[src/rtl/smsl_pkg.sv]
// Shared definitions for the 16-channel mux arbitration slice.
// Channel count, select width, FSM encoding and a one-hot helper.
package smsl_pkg;

    localparam int N_CANALES = 16;
    localparam int ANCHO_SEL = 4;

    typedef enum logic {
        LIBRE     = 1'b0,
        CONCEDIDO = 1'b1
    } estado_t;

    // One-hot vector with only the given channel set.
    function automatic logic [N_CANALES-1:0] uno_caliente(
        input logic [ANCHO_SEL-1:0] idx
    );
        logic [N_CANALES-1:0] v;
        v      = '0;
        v[idx] = 1'b1;
        return v;
    endfunction

endpackage

[src/rtl/MUX16.sv]
// Shared 16:1 single-bit multiplexer.
// Purely combinational; the select is expected to come from a register.
module MUX16
    import smsl_pkg::*;
(
    input  logic [N_CANALES-1:0] D_i,
    input  logic [ANCHO_SEL-1:0] S_i,
    output logic                 Y_o
);

    assign Y_o = D_i[S_i];

endmodule

[src/rtl/mux16_rr_picker.sv]
// Circular priority encoder for the round-robin arbiter.
// Scans upward from the pointer, wrapping 15 -> 0, first set bit wins.
module mux16_rr_picker
    import smsl_pkg::*;
(
    input  logic [N_CANALES-1:0] Solicitud,
    input  logic [ANCHO_SEL-1:0] puntero,
    output logic [ANCHO_SEL-1:0] ganador,
    output logic                 hay
);

    // Walk from farthest to nearest so the nearest set bit is the last write.
    always_comb begin
        logic [ANCHO_SEL-1:0] idx;
        ganador = '0;
        hay     = 1'b0;
        idx     = '0;
        for (int k = N_CANALES - 1; k >= 0; k--) begin
            idx = puntero + ANCHO_SEL'(k);
            if (Solicitud[idx]) begin
                ganador = idx;
                hay     = 1'b1;
            end
        end
    end

endmodule

[src/rtl/mux16_arbitro.sv]
// Round-robin arbiter sharing one 16:1 mux among 16 requesters.
// Registered grant and select; priority rotates past each winner.
module mux16_arbitro
    import smsl_pkg::*;
#(
    parameter int MAX_BURST = 8
) (
    input  logic                 clk,
    input  logic                 reset,
    input  logic [N_CANALES-1:0] Solicitud,
    input  logic                 Fin,
    input  logic [N_CANALES-1:0] Dn,
    output logic [ANCHO_SEL-1:0] Seleccion,
    output logic [N_CANALES-1:0] Concesion,
    output logic                 Valido,
    output logic                 Ultimo,
    output logic                 Y
);

    localparam logic [7:0] MAX_C = 8'(MAX_BURST);

    estado_t              estado_q;
    logic [ANCHO_SEL-1:0] seleccion_q;
    logic [N_CANALES-1:0] concesion_q;
    logic [ANCHO_SEL-1:0] puntero_q;
    logic [7:0]           cuenta_q;

    logic [ANCHO_SEL-1:0] ganador;
    logic                 hay;
    logic                 tope;
    logic                 rel;
    logic                 y_mux;

    mux16_rr_picker u_picker (
        .Solicitud (Solicitud),
        .puntero   (puntero_q),
        .ganador   (ganador),
        .hay       (hay)
    );

    // Burst limit reached and combined release condition for the grant.
    always_comb begin
        tope = (cuenta_q == MAX_C);
        rel  = Fin | ~Solicitud[seleccion_q] | tope;
    end

    // Arbitration FSM: grant, hold, hand over without a gap, or go idle.
    always_ff @(posedge clk) begin
        if (reset) begin
            estado_q    <= LIBRE;
            seleccion_q <= '0;
            concesion_q <= '0;
            puntero_q   <= '0;
            cuenta_q    <= '0;
        end else begin
            unique case (estado_q)
                LIBRE: begin
                    if (hay) begin
                        estado_q    <= CONCEDIDO;
                        seleccion_q <= ganador;
                        concesion_q <= uno_caliente(ganador);
                        puntero_q   <= ganador + 4'd1;
                        cuenta_q    <= 8'd1;
                    end
                end
                CONCEDIDO: begin
                    if (!rel) begin
                        cuenta_q <= cuenta_q + 8'd1;
                    end else if (hay) begin
                        seleccion_q <= ganador;
                        concesion_q <= uno_caliente(ganador);
                        puntero_q   <= ganador + 4'd1;
                        cuenta_q    <= 8'd1;
                    end else begin
                        estado_q    <= LIBRE;
                        seleccion_q <= '0;
                        concesion_q <= '0;
                        cuenta_q    <= '0;
                    end
                end
                default: begin
                    estado_q <= LIBRE;
                end
            endcase
        end
    end

    MUX16 u_mux (
        .D_i (Dn),
        .S_i (seleccion_q),
        .Y_o (y_mux)
    );

    assign Seleccion = seleccion_q;
    assign Concesion = concesion_q;
    assign Valido    = (estado_q == CONCEDIDO);
    assign Ultimo    = Valido & tope;
    assign Y         = y_mux & Valido;

endmodule

[config.mk]
export PLATFORM = sky130hd
export DESIGN_NAME = mux16_arbitro
export DESIGN_NICKNAME = d
export VERILOG_FILES = /design/src/rtl/smsl_pkg.sv /design/src/rtl/MUX16.sv /design/src/rtl/mux16_rr_picker.sv /design/src/rtl/mux16_arbitro.sv
export SDC_FILE = /design/constraint.sdc
export NUM_CORES = 1
export LEC_CHECK = 0
export BUFFER_PORTS_ARGS = -buffer_cell sky130_fd_sc_hd__buf_4
export CAP_MARGIN = 20
export CORE_UTILIZATION = 40
export DETAILED_ROUTE_END_ITERATION = 8
export HOLD_SLACK_MARGIN = 0.06
export SKIP_CTS_REPAIR_TIMING = 1
export SYNTH_ARGS = -nofsm -noshare
export SYNTH_HDL_FRONTEND = slang
export SYNTH_HIERARCHICAL = 1
export SYNTH_SLANG_ARGS = --single-unit
[constraint.sdc]
create_clock -name clk -period 14.5 [get_ports clk]
set_input_delay 0.725 -clock clk [delete_from_list [all_inputs] [get_ports clk]]
set_output_delay 0.725 -clock clk [all_outputs]
set_load 0.02 [all_outputs]
======== Yosys cells after proc, flatten, opt, wreduce, memory -nomap -nowiden ========
Cells that the tools add are included.
W data, S select, Z words.
cells by class
  equal/unequal tests ..................... 3
  magnitude comparators ................... 19
  $add $sub $neg .......................... 17
  reductions and logical operators ........ 2
  bitwise operators ....................... 6
  muxes and demuxes ....................... 88
operator list
  kind                   count
  $lt A4 B5 Y1 const B   18
  $mux W4                21
  $bmux W1 S4            18
  $mux W16               3
  $mux W1                38
  $add A4 B4 Y4 const B  8
  $pmux W16 S2           1
  $add A4 B3 Y4 const B  4
  $mux W8                2
  $pmux W4 S2            2
  $pmux W8 S2            1
  $add A4 B1 Y4 const B  2
  $add A4 B2 Y4 const B  2
  $add A8 B1 Y8 const B  1
  $eq A8 B4 Y1 const B   1
  $demux W1 S4           1
  $ge A4 B1 Y1 const B   1
  $and A1 B1 Y1          2
  $ne A2 B1 Y1 const B   1
  $ne A2 B2 Y1 const B   1
  $not A1 Y1             2
  $or A1 B1 Y1           2
  $pmux W1 S2            1
  $reduce_and A2 Y1      1
  $logic_and A1 B1 Y1    1
word-level totals
  bits in registers ....................... 33
  word-level logic and storage cells ...... 140
  output and inout port bits .............. 23
  bits of input ports ..................... 35

======== Longest topological paths before layout ========
Gate-level depths: netlist of the first run.
  depth in word-level cells ............... 26
  depth in mapped cells ................... 18
  depth with buffers taken out ............ 13

======== Cells and area by module ========
Netlist of the first run, hierarchy kept.
by module, submodules not included
  module           sequential area each (um2)  area each (um2)  cells an instance  instances
  mux16_rr_picker  0.0                         2384.8           257                1
  mux16_arbitro    660.6                       1659.1           169                1
  MUX16            0.0                         135.1            7                  1

======== Worst setup path before layout of the first run ========
No wires, ideal clock.
  kind .................................... register to register
  from .................................... register puntero_q[1]
  to ...................................... register seleccion_q[1], in the netlist Seleccion[1]
  arrival ................................. 4.657 ns
  cell stages (with the launch flop) ...... 18
  data required time ...................... 14.438 ns
  setup time .............................. 0.062 ns
  path slack .............................. 9.782 ns
  period minus slack after synthesis ...... 4.718 ns
  cells stage by stage .................... dfxtp_1 -> clkbuf_1 -> clkbuf_1 -> inv_1 -> ha_1 -> buf_2 -> buf_2 -> mux4_2 -> mux4_2 -> buf_2 -> nor4_1 -> nor4b_1 -> nand3_1 -> nor2_1 -> inv_1 -> a31oi_1 -> buf_2 -> a32o_1
between the ends
  word-level cells in the longest chain between the ends .. 22
  elaborated cells between the ends (all ways) .. 85
  classes of those cells .................. add/sub (15); eq/ne (1); mux (68); reduce/logical (1)
RTL lines
  what                           line                   RTL
  start, declared                mux16_arbitro.sv:25    logic [ANCHO_SEL-1:0] puntero_q;
  start signal, assigned         mux16_arbitro.sv:62    puntero_q <= ganador + 4'd1;
  start signal, assigned         mux16_arbitro.sv:72    puntero_q <= ganador + 4'd1;
  $add A4 B4 Y4                  mux16_rr_picker.sv:19  idx = puntero + ANCHO_SEL'(k);
  $bmux W1 S4                    mux16_rr_picker.sv:20  if (Solicitud[idx]) begin
  $mux W1 (implied by the code)  mux16_rr_picker.sv:20
  $mux W1 (15 in series)         mux16_rr_picker.sv:20
  $mux W1 *                      mux16_rr_picker.sv:20
  via hay                        mux16_arbitro.sv:29    logic hay;
  $mux W4                        mux16_arbitro.sv:69    end else if (hay) begin
  $mux W4                        mux16_arbitro.sv:67    if (!rel) begin
  $pmux W4 S2                    mux16_arbitro.sv:56    unique case (estado_q)
  end signal, assigned           mux16_arbitro.sv:60    seleccion_q <= ganador;
  end signal, assigned           mux16_arbitro.sv:70    seleccion_q <= ganador;
  end, declared                  mux16_arbitro.sv:23    logic [ANCHO_SEL-1:0] seleccion_q;
The timed path passes the listed nets; every way through them passes the cells marked *. The select of a mux whose other input is x is not followed.
A chain may end at the register's enable or synchronous reset.

======== Worst setup path in the final report of the first run ========
  from .................................... register puntero_q[2]
  to ...................................... register seleccion_q[2], in the netlist Seleccion[2]
The elaborated chain is that of the path after synthesis.

==> results.md, run 1 <==
- Worst R2R Setup Slack: between 8 and 9 ns
- Setup WS pre-CTS: between 8 and 9 ns
- RSZ-0062 raised after global routing: no
- Worst min-delay path class: reg -> reg
- Fin util: 0.478
- CTS sink count: 33
- Via Count: about 3800
- Global-route wire length before repair: about 19000 um
- Max-cap viol count: 0
- Routed WL per cell: roughly 19 um
- CP required: between 10 and 15 ns
- I/O Pins: 58
- Synth Instances: between 400 and 500
- RR Startpoint: puntero_q[2]
- Worst Setup Slack, final: about 9 ns
- Pwr Density: ~250 nW/um^2
- Seq cells post-synth: 33
- Relative slew slack: 0.348
- RePlAce Congestion: 0.929
- CP Class: reg -> reg
- Fin. max-slew vios: 0
- Post-detail-place hpwl: between 8000 and 9000 um
- Minimum clock period: between 5 and 6 ns
- Hold Path Origin: Concesion[1]
- Std-Cell Rows: 36
- Largest net degree at the start of global routing: 33
- Worst Setup End Kind: register
- Worst hold-check slack: 0.471 ns
- Area growth, synth to finish: 13.8%
- Total global routing overflow: 0
- Filler Cells Inserted: between 900 and 1000
- Clk_skew: ~0.0087 ns
- Post-synth EDFFs: 0
- DRC: 0
- WHS Path Cells: 1
- Status: completed
- Core Box Area: about 10000 sq um
- Asr flop ratio synth: 0
- Leak Pwr: between 1.5 and 2 nW
- Vias per cell: ~6.3
- Clock buffer depth: 2
- Critical Path Source Type: register
- Critical Path Fanout Max: 20
- Die W: ~100 um
- Insertion delay to the later sink of the worst-skew pair: roughly 0.29 ns
- Total Wirelength: approximately 12000 um
- Reg clk slew, reported paths: 0.07 ns
- Layout cell share with drive strength beyond 1: 0.293
- Hold EP: Concesion[1]
- YS warnings: 6
- R2r endpoint: Seleccion[2]
- Crit path from: puntero_q[2]
- Final-stage net count: between 500 and 600
- # diodes: 0
- Final Hold Fails: 0
- Starting density of the core: 0.420
- DR iter-0 viols: 300
- Mapped cell area: between 4000 and 5000 sq um
- Crit share post-route: 0.388
- Global-route usage over all layers: 0.219
- Setup violators final: 0
- WP data arrival: about 5.9 ns
- Worst-case reg-to-reg path depth: 13
- Post-synthesis cell type count: 73
- Sequential area share after synthesis: 0.158
- Least-Margin Pin Slew: about 0.98 ns
- Port Buffers: 57
- Worst VDD drop: about 0.085 mV
- Peak Freq: ~180 MHz
- Avg Cell Area, Syn: 9.65 sq um
- Setup Total Neg Slack: 0 ns
- Initial antenna violation count: 0
- H-tree Lvls: 2
- CTS root buf: clkbuf_8
- Total die area: ~11000 sq um
- Detail Route Antenna Nets: 0
- Top_reg_cell synth: dfxtp_1
- Number of global-route vias before repair: around 3600
- Initial DRT Pass Iterations: 6
- Syn_nets: 481
- CTS tree: built
- Die Span Y: 104 um
- Total CTS buffers: 5
-- Yosys cell counts (3+ instances only) --
master	number	share of area
mux2i_1	37	0.089
nand2_1	32	0.029
o22ai_1	9	0.013
nor2b_1	8	0.012
buf_2	7	0.0084
a211oi_1	8	0.014
o21a_1	4	0.0072
ha_1	13	0.039
buf_6	7	0.019
mux2i_2	4	0.013
o211ai_1	3	0.0054
a21o_1	3	0.0054
inv_1	12	0.011
and2_1	10	0.015
a31oi_1	6	0.0090
or3_1	3	0.0045
nor3_1	5	0.0060
a32o_1	20	0.048
buf_4	3	0.0054
nand3_1	12	0.014
mux4_2	29	0.16
o31ai_1	7	0.013
xor2_1	5	0.010
dfxtp_1	33	0.16
o211a_1	3	0.0072
xnor2_1	5	0.010
clkbuf_1	7	0.0063
mux4_1	4	0.025
nand4_1	3	0.0045
mux2_2	18	0.049
nor2_1	22	0.020
o21ai_0	9	0.011
a21oi_1	28	0.034
xnor2_2	3	0.012
-- routing by layer --
layer / track usage / part of all wire / up-vias / wire (um)
met5: 0 / 0 / - / 0
met4: 0.0582 / 0.020 / 0 / 233
met3: 0.0313 / 0.061 / 23 / 721
met2: 0.336 / 0.44 / 146 / 5180
met1: 0.320 / 0.48 / 1856 / 5660
li1: - / - / 1810 / -
-- cells in the final DEF, fill, tap and decap left out, types with 6 or more instances in the layout --
| master | count |
|---|---|
| buf_4 | 61 |
| mux2i_1 | 37 |
| dfxtp_1 | 33 |
| nand2_1 | 32 |
| mux4_2 | 29 |
| a21oi_1 | 28 |
| nor2_1 | 22 |
| a32o_1 | 20 |
| mux2_2 | 18 |
| ha_1 | 13 |
| inv_1 | 12 |
| nand3_1 | 12 |
| and2_1 | 10 |
| o22ai_1 | 9 |
| o21ai_0 | 9 |
| nor2b_1 | 8 |
| a211oi_1 | 8 |
| o31ai_1 | 7 |
| a31oi_1 | 6 |
| clkbuf_8 | 6 |
-- layout make-up --
| class | count | area (sq um) | area share |
|---|---|---|---|
| clock inverters | 1 | 30.0 | 0.00631 |
| flip-flops and latches | 33 | 661 | 0.139 |
| multi-input cells | 361 | 3300 | 0.694 |
| repair buffers | 61 | 458 | 0.0963 |
| well taps | 133 | 166 | 0.0350 |
| inverters | 15 | 56.3 | 0.0118 |
| clock buffers | 7 | 86.3 | 0.0181 |
-- worst max-delay path, stage by stage, from the launching register on --
cell and delay, ns:
dfxtp_1 0.96, clkinv_1 0.77, ha_1 0.43, a21boi_1 0.25, xor2_1 0.34, mux4_2 0.67
nor4_1 0.42, nor4b_1 0.27, nand3_1 0.28, nor2_1 0.47, inv_1 0.09, a31oi_1 0.19
buf_4 0.26, a32o_1 0.15
-- worst max path at each step --
| stage | to | slack (ns) | cells past startpoint |
|---|---|---|---|
| finish | Seleccion[2] | 8.87 | 13 |
| global route | Concesion[2] | 8.30 | 13 |
| CTS | Seleccion[2] | 8.99 | 13 |
| detailed placement | Seleccion[2] | 8.99 | 13 |
| global placement | Concesion[5] | 9.19 | 13 |
| floorplan | Seleccion[1] | 9.78 | 17 |
-- sequential cells by signal (all words and copies together), names as in the netlist --
register	flops
Concesion	16
Seleccion	4
Valido	1
cuenta_q	8
puntero_q	4
-- metrics by stage --
step | total power, mW | area [sq um] | instances
3_5_place_dp | 1.06 | 4640 | 603
3_3_place_gp | 1.06 | 4640 | 603
4_1_cts | 1.16 | 4760 | 611
5_1_grt | 1.26 | 4760 | 611
6_report | 1.17 | 4760 | 611
2_1_floorplan | 0.859 | 4180 | 433
-- cells by family after synthesis --
group                    count (synthesis)  share of synthesized area
flip-flops                              33                      0.158
buffers and inverters                   39                     0.0524
multiplexers                            93                      0.337
adder cells (fa/ha/maj)                 13                     0.0389
AO/OA/AOI/OAI                          128                      0.228
XOR/XNOR                                14                     0.0392
AND/OR/NAND/NOR                        113                      0.147
-- report_power, final --
| part | switching, mW | internal [mW] |
|---|---|---|
| logic | 0.554 | 0.395 |
| clock network | 0.0349 | 0.0560 |
| registers | 0.0262 | 0.107 |
No activity file was read; power rests on OpenSTA's default activity.
==> run 2: changes to the inputs <==
- ABC_AREA: unset -> 1
- clock period: 14.5 -> 4.9 ns (I/O delays scaled with it)
==> run 2 against run 1 <==
Synthesized area fell by 9.6%. Critical path depth rose by 17. Clock-buffer cell count did not move. Worst hold slack got worse by 0.15 ns. Die area fell by 9.4%. Sequential share of layout area rose by 1.2 points. Core utilization fell by 0.25 points. Critical path type unchanged. Largest cell class unchanged.
==> results.md, run 2 <==
- Worst min-delay path class: in -> reg (was reg -> reg)
- Commonest non-fill, non-tap cell in the layout: nand2_1 (was buf_4)
- DR iter-0 viols: 189 (was 300)
- Post-synth EDFFs: 0 (unchanged)
- Total global routing overflow: 0 (unchanged)
- Mapped cell area: 3780 sq um (was 4180 sq um)
- Top cells by area, synth: nand2_1 24%, dfxtp_1 17%, nand3_1 15%, a21oi_1 8.3%, inv_1 7.5% (was dfxtp_1 16%, mux4_2 16%, mux2i_1 8.9%, mux2_2 4.9%, a32o_1 4.8%)
- Reg clk slew, reported paths: 0.08 ns (was 0.07 ns)
- Max FFs per register: 16 (unchanged)
- I/O Pins: 58 (unchanged)
- Max-cap viol count: 0 (unchanged)
- CP Class: reg -> reg (unchanged)
- Fin util: 0.475 (was 0.478)
- Setup Total Neg Slack: 0 ns (unchanged)
- Fin. max-slew vios: 0 (unchanged)
- Top_reg_cell synth: dfxtp_1 (unchanged)
- Most frequent cells in the layout: 240 x nand2_1, 112 x nand3_1, 75 x inv_1 (was 61 x buf_4, 37 x mux2i_1, 33 x dfxtp_1)
- Port Buffers: 57 (unchanged)
- Vias per cell: 5.13 (was 6.28)
- Crit-path max cell delay: 0.64 ns (was 0.96 ns)
- Least-Margin Pin Slew: 0.867 ns (was 0.977 ns)
- H-tree Lvls: 2 (unchanged)
- CTS root buf: clkbuf_8 (unchanged)
- Insertion delay to the later sink of the worst-skew pair: 0.29 ns (about the same)
- Avg Cell Area, Syn: 5.44 sq um (was 9.65 sq um)
- Top-area cell type share of the netlist area: 0.238 (was 0.158)
- Met3 Usage GRT: 0.0239 (was 0.0313)
- Clock buffer depth: 2 (unchanged)
- Crit share post-route: 0.823 (was 0.388)
- Area growth, synth to finish: 15.7% (was 13.8%)
- Global-route wire length before repair: 19300 um (was 19200 um)
- WP buf/inv: 5 (was 3)
- Relative slew slack: 0.421 (was 0.348)
- Starting density of the core: 0.411 (was 0.420)
- Initial antenna violation count: 0 (unchanged)
- Worst path most repeated cell: nand2_1
- YS warnings: 6 (unchanged)
- Critical Path Source Type: register (unchanged)
- Worst Setup End Kind: register (unchanged)
- Count leader, synth: nand2_1 (was mux2i_1)
- Seq cells post-synth: 33 (unchanged)
- Final-stage net count: 791 (was 525)
- Routed WL per cell: 13.3 um (was 19.3 um)
- Grt peak-use layer: met2 (unchanged)
- DRC: 0 (unchanged)
- Setup violators final: 0 (unchanged)
- WP data arrival: 4.19 ns (was 5.86 ns)
- Status: completed (unchanged)
- # diodes: 0 (unchanged)
- Most frequent cells after synthesis: 240 x nand2_1, 112 x nand3_1, 75 x inv_1 (was 37 x mux2i_1, 33 x dfxtp_1, 32 x nand2_1)
- Post-synthesis cell type count: 35 (was 73)
- Biggest area consumer among synthesized cells: nand2_1 (was dfxtp_1)
- Setup WS pre-CTS: 0.901 ns (was 8.99 ns)
- Die Span Y: 99.2 um (was 104 um)
- Minimum clock period: 4.03 ns (was 5.63 ns)
- Core Box Area: 9200 sq um (was 9950 sq um)
- Worst Setup Slack, final: 0.869 ns (was 8.87 ns)
- Total die area: 9840 sq um (was 10900 sq um)
- Total CTS buffers: 5 (unchanged)
- RePlAce Congestion: 0.934 (was 0.929)
- Largest net degree at the start of global routing: 33 (unchanged)
- CP required: 5.06 ns (was 14.73 ns)
- CTS tree: built (unchanged)
- Number of global-route vias before repair: 4119 (was 3608)
- Syn_nets: 742 (was 481)
- Total Wirelength: 11400 um (was 11800 um)
- Clk_skew: 0.0125 ns (was 0.00869 ns)
- Global-route usage over all layers: 0.238 (was 0.219)
- Asr flop ratio synth: 0 (unchanged)
- Synth Instances: 694 (was 433)
- Layout cell share with drive strength beyond 1: 0.148 (was 0.293)
- RSZ-0062 raised after global routing: no (unchanged)
- Critical Path Fanout Max: 14 (was 20)
- Top delay family on crit path: simple AND/OR/NAND/NOR gates (unchanged)
- Peak Freq: 248 MHz (was 178 MHz)
- Detail Route Antenna Nets: 0 (unchanged)
- Via Count: 4382 (was 3835)
- Grt met2 use: 0.415 (was 0.336)
- CP max stage cell: ha_1 (was dfxtp_1)
- Post-detail-place hpwl: 8980 um (was 8840 um)
- Die W: 99.2 um (was 104 um)
- Grt met1 use: 0.305 (was 0.320)
- Final Hold Fails: 0 (unchanged)
- Std-Cell Rows: 35 (was 36)
- Sequential area share after synthesis: 0.175 (was 0.158)
- Initial DRT Pass Iterations: 5 (was 6)
- CTS sink count: 33 (unchanged)
## run 2: cell count changes in the layout (fill, tap and decap cells not counted), moves of 35 or more
cell / delta
nand2_1: +208
a21oi_1: +35
nand3_1: +100
nor2_1: +40
mux2i_1: -37
inv_1: +63
## run 2: cells by family after synthesis
logic type,share of synthesized area
simple gates,0.520
buf+inv,0.127
compound gates,0.0921
flops,0.175
xor+xnor,0.0430
fa+ha+maj,0.0430
## run 2: final cells by class
| type | instances | area, sq um |
|---|---|---|
| clock buffers | 7 | 86.3 |
| clock inverters | 1 | 30.0 |
| fillers | 1017 | 4820 |
| inverters | 89 | 344 |
| multi-input cells | 551 | 2640 |
| flip-flops and latches | 33 | 661 |
| well taps | 111 | 139 |
| repair buffers | 63 | 473 |
## run 2: per-layer routing
layer / wire (um) / share of wire
met2: 5330 / 0.47
met3: 562 / 0.049
met4: 393 / 0.035
met1: 5100 / 0.45
met5: 0 / 0
## run 2: worst paths after layout
kind,startpoint,endpoint,slack (ns),cells past startpoint
max,puntero_q[1],Concesion[10],0.87,30
min reg2reg,Concesion[8],Concesion[8],0.46,2
min,reset,cuenta_q[3],0.32,2
max reg2reg,puntero_q[1],Concesion[10],0.87,30
## run 2: through the flow
stage	hold slack [ns]	instance area, sq um	std cells
global route	0.335	4370	855
CTS	0.315	4370	855
floorplan	0.442	3780	694
global placement	0.449	4260	847
detailed placement	0.456	4260	847
finish	0.321	4370	855
Power of run 2 is not shown: default switching activity piles up to over one toggle a cycle in this logic, so the estimate is an artifact.
